`src/rtl/afu_line_writer.sv`:
```
// afu_line_writer: packs DATA_W result words into LINE_W cache lines, issues one
// write per line to consecutive line addresses and tracks outstanding acks.
module afu_line_writer #(
  parameter int DATA_W    = 32,
  parameter int LINE_W    = 512,
  parameter int ADDR_W    = 32,
  parameter int MAX_OUTST = 64
) (
  input  logic              clk,
  input  logic              reset,
  input  logic              start,
  input  logic [ADDR_W-1:0] base_addr,
  input  logic [31:0]       num_lines,
  input  logic              in_valid,
  input  logic [DATA_W-1:0] in_data,
  input  logic              in_last,
  output logic              in_ready,
  output logic              wr_valid,
  output logic [ADDR_W-1:0] wr_addr,
  output logic [LINE_W-1:0] wr_data,
  input  logic              wr_almost_full,
  input  logic              wr_rsp_valid,
  output logic              busy,
  output logic              done,
  output logic [31:0]       lines_written,
  output logic              err_spurious
);

  localparam int WPL = LINE_W / DATA_W;
  localparam int WIW = (WPL > 1) ? $clog2(WPL) : 1;
  localparam int OW  = $clog2(MAX_OUTST + 1);
  localparam logic [WIW-1:0] LAST_SLOT = WIW'(WPL - 1);
  localparam logic [OW-1:0]  OUT_MAX   = OW'(MAX_OUTST);
  localparam logic [OW-1:0]  OUT_ONE   = OW'(1);

  typedef enum logic [2:0] {
    S_IDLE  = 3'd0,
    S_FILL  = 3'd1,
    S_ISSUE = 3'd2,
    S_DRAIN = 3'd3,
    S_DONE  = 3'd4
  } state_t;

  state_t            state_q, state_d;
  logic [31:0]       num_lines_q, num_lines_d;
  logic [WIW-1:0]    word_idx_q, word_idx_d;
  logic [LINE_W-1:0] line_q, line_d;
  logic              ended_q, ended_d;
  logic [ADDR_W-1:0] wr_addr_q, wr_addr_d;
  logic [OW-1:0]     outst_q, outst_d;
  logic [31:0]       lines_written_q, lines_written_d;
  logic              err_q, err_d;
  logic              in_ready_q, in_ready_d;
  logic              busy_q, busy_d;
  logic              done_q, done_d;
  logic              fire_s;
  logic              accept_s;

  // A write leaves in the same cycle the writer can take it, so the strobe is decoded live.
  assign fire_s   = (state_q == S_ISSUE) && !wr_almost_full && (outst_q < OUT_MAX);
  assign accept_s = in_valid && in_ready_q;

  // Next-state, line assembly and outstanding-write accounting.
  always_comb begin
    state_d         = state_q;
    num_lines_d     = num_lines_q;
    word_idx_d      = word_idx_q;
    line_d          = line_q;
    ended_d         = ended_q;
    wr_addr_d       = wr_addr_q;
    outst_d         = outst_q;
    lines_written_d = lines_written_q;
    err_d           = err_q;

    if (fire_s && !wr_rsp_valid) begin
      outst_d = outst_q + OUT_ONE;
    end else if (!fire_s && wr_rsp_valid) begin
      if (outst_q == '0) begin
        err_d = 1'b1;
      end else begin
        outst_d = outst_q - OUT_ONE;
      end
    end else begin
      outst_d = outst_q;
    end

    case (state_q)
      S_IDLE: begin
        if (start) begin
          num_lines_d     = num_lines;
          wr_addr_d       = base_addr;
          lines_written_d = 32'd0;
          err_d           = 1'b0;
          word_idx_d      = '0;
          line_d          = '0;
          ended_d         = 1'b0;
          state_d         = (num_lines == 32'd0) ? S_DRAIN : S_FILL;
        end else begin
          state_d = S_IDLE;
        end
      end
      S_FILL: begin
        if (accept_s) begin
          line_d[int'(word_idx_q)*DATA_W +: DATA_W] = in_data;
          word_idx_d = word_idx_q + WIW'(1);
          if (in_last || (word_idx_q == LAST_SLOT)) begin
            ended_d = in_last;
            state_d = S_ISSUE;
          end else begin
            state_d = S_FILL;
          end
        end else begin
          state_d = S_FILL;
        end
      end
      S_ISSUE: begin
        if (fire_s) begin
          wr_addr_d       = wr_addr_q + ADDR_W'(1);
          lines_written_d = lines_written_q + 32'd1;
          line_d          = '0;
          word_idx_d      = '0;
          if (ended_q || ((lines_written_q + 32'd1) == num_lines_q)) begin
            state_d = S_DRAIN;
          end else begin
            state_d = S_FILL;
          end
        end else begin
          state_d = S_ISSUE;
        end
      end
      S_DRAIN: begin
        if (outst_q == '0) begin
          state_d = S_DONE;
        end else begin
          state_d = S_DRAIN;
        end
      end
      S_DONE:  state_d = S_IDLE;
      default: state_d = S_IDLE;
    endcase

    in_ready_d = (state_d == S_FILL);
    busy_d     = (state_d != S_IDLE);
    done_d     = (state_d == S_DONE);
  end

  // State and output registers; reset drops any partial line and in-flight accounting.
  always_ff @(posedge clk) begin
    if (reset) begin
      state_q         <= S_IDLE;
      num_lines_q     <= 32'd0;
      word_idx_q      <= '0;
      line_q          <= '0;
      ended_q         <= 1'b0;
      wr_addr_q       <= '0;
      outst_q         <= '0;
      lines_written_q <= 32'd0;
      err_q           <= 1'b0;
      in_ready_q      <= 1'b0;
      busy_q          <= 1'b0;
      done_q          <= 1'b0;
    end else begin
      state_q         <= state_d;
      num_lines_q     <= num_lines_d;
      word_idx_q      <= word_idx_d;
      line_q          <= line_d;
      ended_q         <= ended_d;
      wr_addr_q       <= wr_addr_d;
      outst_q         <= outst_d;
      lines_written_q <= lines_written_d;
      err_q           <= err_d;
      in_ready_q      <= in_ready_d;
      busy_q          <= busy_d;
      done_q          <= done_d;
    end
  end

  assign in_ready      = in_ready_q;
  assign wr_valid      = fire_s;
  assign wr_addr       = wr_addr_q;
  assign wr_data       = line_q;
  assign busy          = busy_q;
  assign done          = done_q;
  assign lines_written = lines_written_q;
  assign err_spurious  = err_q;

endmodule

```
`config.mk`:
```
export PLATFORM = sky130hd
export DESIGN_NAME = afu_line_writer
export DESIGN_NICKNAME = d
export VERILOG_FILES = /design/src/rtl/afu_line_writer.sv
export SDC_FILE = /design/constraint.sdc
export NUM_CORES = 1
export LEC_CHECK = 0
export ABC_AREA = 1
export BUFFER_PORTS_ARGS = -buffer_cell sky130_fd_sc_hd__buf_2
export CAP_MARGIN = 10
export CORE_AREA = 2 2 269 271
export DETAILED_ROUTE_END_ITERATION = 8
export DIE_AREA = 0 0 271 273
export HOLD_SLACK_MARGIN = 0.05
export PLACE_DENSITY = 0.6
export SYNTH_ARGS = -nofsm -noshare
export SYNTH_HDL_FRONTEND = slang
export SYNTH_SLANG_ARGS = --single-unit
export TNS_END_PERCENT = 10
```
`constraint.sdc`:
```
create_clock -name clk -period 5.18 [get_ports clk]
set_clock_uncertainty 0.2 [all_clocks]
set_input_delay 0 -clock clk [delete_from_list [all_inputs] [get_ports clk]]
set_output_delay 0 -clock clk [all_outputs]
set_load 0.005 [all_outputs]
```
==> results.sh <==
export IMPL_worst_ep_arrival_time_ns=4.90
export IMPL_synth_cell_types=39
export IMPL_cp_end_kind="flop"
export IMPL_start_util_pct=37.46
export IMPL_wl_per_cell_um=20.90
export IMPL_cts_buffers=72
export IMPL_cts_sinks=627
export IMPL_clock_latency_ns=0.62
export IMPL_required_ns=5.44
export IMPL_startpoint="state_q[0]"
export IMPL_avgSynthCellArea_um2=6.987
export IMPL_async_flop_share_pct=0
export IMPL_port_buffers=683
export IMPL_core_area_mm2=0.07100
export IMPL_yosysMostFrequentCell="nand2_1"
export IMPL_area_growth_pct=32.32
export IMPL_ys_seq_area_share_pct=47.20
export IMPL_synth_xor_area_share_pct=1.303
export IMPL_n_fill_cell=7149
export IMPL_cap_violations=0
export IMPL_grt_pass1_wl_um=171100
export IMPL_maxSlewViolCount=0
export IMPL_yosys_area_share_simple_pct=29.20
export IMPL_crit_path_end="wr_data[437]"
export IMPL_synth_flop_cell="dfxtp_1"
export IMPL_dieArea_mm2=0.07398
export IMPL_gp_congestion=0.9432
export IMPL_ctsRootBufferMaster="clkbuf_16"
export IMPL_reg2reg_depth=12
export IMPL_track_usage_pct=30.06
export IMPL_routed_wl_um=116700
export IMPL_yosys_area_top_type_share_pct=47.20
export IMPL_leakagePower_uw=0.01463
export IMPL_synth_edff_count=0
export IMPL_ios=684
export IMPL_grt_antenna_before_repair=1
export IMPL_rows=98
export IMPL_vias_per_cell=5.223
export IMPL_synth_compound_area_share_pct=15.30
export IMPL_max_freq_mhz=215.9
export IMPL_grt_overflow=0
export IMPL_status="completed"
export IMPL_drc_errors=0
export IMPL_powerDensity_mw_per_mm2=417.1
export IMPL_reg2reg_to="wr_data[437]"
export IMPL_rsz0062_at_grt="false"
export IMPL_r2r_slack_ns=0.55
export IMPL_crit_path_max_fanout=24
export IMPL_synth_area_leaders="dfxtp_1, nand2_1, a21oi_1"
export IMPL_synth_adder_area_share_pct=0.7340
export IMPL_ctsHtreeMaxLevel=3
export IMPL_stdcell_area_mm2=0.03519
export IMPL_ys_ff_latch=627
export IMPL_grt_max_degree=210
export IMPL_yosysWarningCount=0
export IMPL_place_area_mm2=0.03071
export IMPL_tightest_slew_ns=1.266
export IMPL_fin_nets=4699
export IMPL_r2r_start="state_q[0]"
export IMPL_grt_pass1_vias=26870
export IMPL_drt_iter0_drc=2619
export IMPL_synth_top_family_by_area="simple AND/OR/NAND/NOR gates"
export IMPL_min_path_type="input port to flop"
export IMPL_hpwl_um=81480
export IMPL_setup_viol=0
export IMPL_period_needed_ns=4.632
export IMPL_vias=29180
export IMPL_synth_nets=3924
export IMPL_ys_top_cells_by_count="nand2_1, dfxtp_1, a21oi_1"
export IMPL_cts_tree="yes"
export IMPL_die_w_um=271
export IMPL_ir_drop_v=0.0002399
export IMPL_drive_above_1_share_pct=19.55
export IMPL_netlist_top_cell_by_area="dfxtp_1"
export IMPL_antenna_left=0
export IMPL_post_cts_buffers=0
export IMPL_synth_mux_area_fraction_pct=0
export IMPL_clock_path_buffers=3
export IMPL_fin_tns_setup_ns=0
export IMPL_firstDrtPassIters=5
export IMPL_worstSetupPathType="flop to flop"
export IMPL_slew_headroom_pct=15.61
export IMPL_start_kind="flop"
export IMPL_finalCritPeriodShare_pct=89.41
export IMPL_die_y_um=273
export IMPL_path_clk_slew_ns=0.06
export IMPL_synth_area_mm2=0.02659
export IMPL_syn_inst=3806
export IMPL_hold_violations=0
## timing repair
item,CTS,global route
endpoints found under the hold margin,501,0
endpoints found under the setup margin,0,0
gates resized for setup,0,0
hold buffers,213,0
## worst min-delay path by stage
stage | from | end | slack, ns | cells after the start
finish | in_data[4] | wr_data[4] | 0.13 | 4
global route | in_data[5] | wr_data[5] | 0.14 | 4
global placement | base_addr[0] | wr_addr[0] | 0.04 | 3
CTS | in_data[5] | wr_data[5] | 0.08 | 4
floorplan | in_last | ended_q | -0.06 | 2
detailed placement | base_addr[0] | wr_addr[0] | 0.05 | 3
## routing by layer
layer | vias up | GRT usage (%) | share of wire (%)
met3 | 263 | 7.363 | 9.0
met5 | - | 0 | 0
li1 | 13970 | - | -
met2 | 1277 | 48.30 | 45
met1 | 13670 | 38.28 | 41
met4 | 0 | 13.23 | 4.6
## flip-flops by register name, indices dropped and copies added (netlist names)
register and count:
state_q 3, outst_q 7, lines_written 32, ended_q 1, word_idx_q 4, wr_data 512, wr_addr 32, busy 1
done 1, in_ready 1, num_lines_q 32, err_spurious 1
## worst max-delay path: stages, from the launching register on
cell	delay, ns
dfxtp_1	0.36
inv_1	0.12
nor3_2	0.53
nand2_1	0.15
o21ai_1	0.17
inv_2	0.06
a21oi_2	0.72
nor2_2	0.04
buf_4	0.25
nor2_2	0.85
inv_1	0.61
o21ai_0	0.35
a21oi_1	0.06
## report_power, final
| part | leakage [uW] | switching, uW | total, uW | internal (uW) |
|---|---|---|---|---|
| clock network | 0.00116 | 2160 | 5080 | 2920 |
| registers | 0.00508 | 311 | 5550 | 5240 |
| logic | 0.00839 | 2880 | 4040 | 1160 |
| total | 0.0146 | 5350 | 14700 | 9320 |
## stage by stage
| step | total power [uW] | hold WS [ns] | util, % | worst slack, ns | cells |
|---|---|---|---|---|---|
| final | 14680 | 0.1292 | 49.56 | 0.5485 | 5586 |
| after global routing | 15310 | 0.1399 | 49.56 | 0.1701 | 5585 |
| after CTS | 14670 | 0.07592 | 49.52 | 0.6007 | 5584 |
| after detailed placement | 9398 | 0.04851 | 43.26 | 0.6347 | 5243 |
| after global placement | 9388 | 0.04074 | 43.26 | 0.6443 | 5243 |
| after floorplan | 7819 | -0.05697 | - | 1.863 | 3806 |
## logic make-up after synthesis
logic type,count (synthesis)
and+or+nand+nor,1918
AOI/OAI and AO/OA,788
DFF,627
buffers and inverters,424
xor gates and xnor gates,34
adders and majority gates,15
## placed cells by master, fill, tap and decap left out, drive strengths merged, types with 6 or more instances in the layout
master and n:
ha 14, a21oi 563, a31oi 46, xor2 21, or2 6, nor4 19, nand2 1180, dfxtp 627
nor3 95, clkbuf 105, xnor2 10, nand3 188, clkinv 19, o21ai 157, a22oi 15, nor2 410
buf 731, nand4 17, dlygate4sd3 213, inv 183
## area by class of cell
type	count	area (um^2)	area share, %
repair buffers	944	5966	16.95
diodes	1	2.502	0.007112
well taps	950	1189	3.378
multi-input cells	2755	12480	35.47
clock buffers	105	2096	5.956
inverters	181	684.4	1.945
flip-flops and latches	627	12550	35.67
clock inverters	23	217.7	0.6187
No activity file was read; power rests on OpenSTA's default activity.
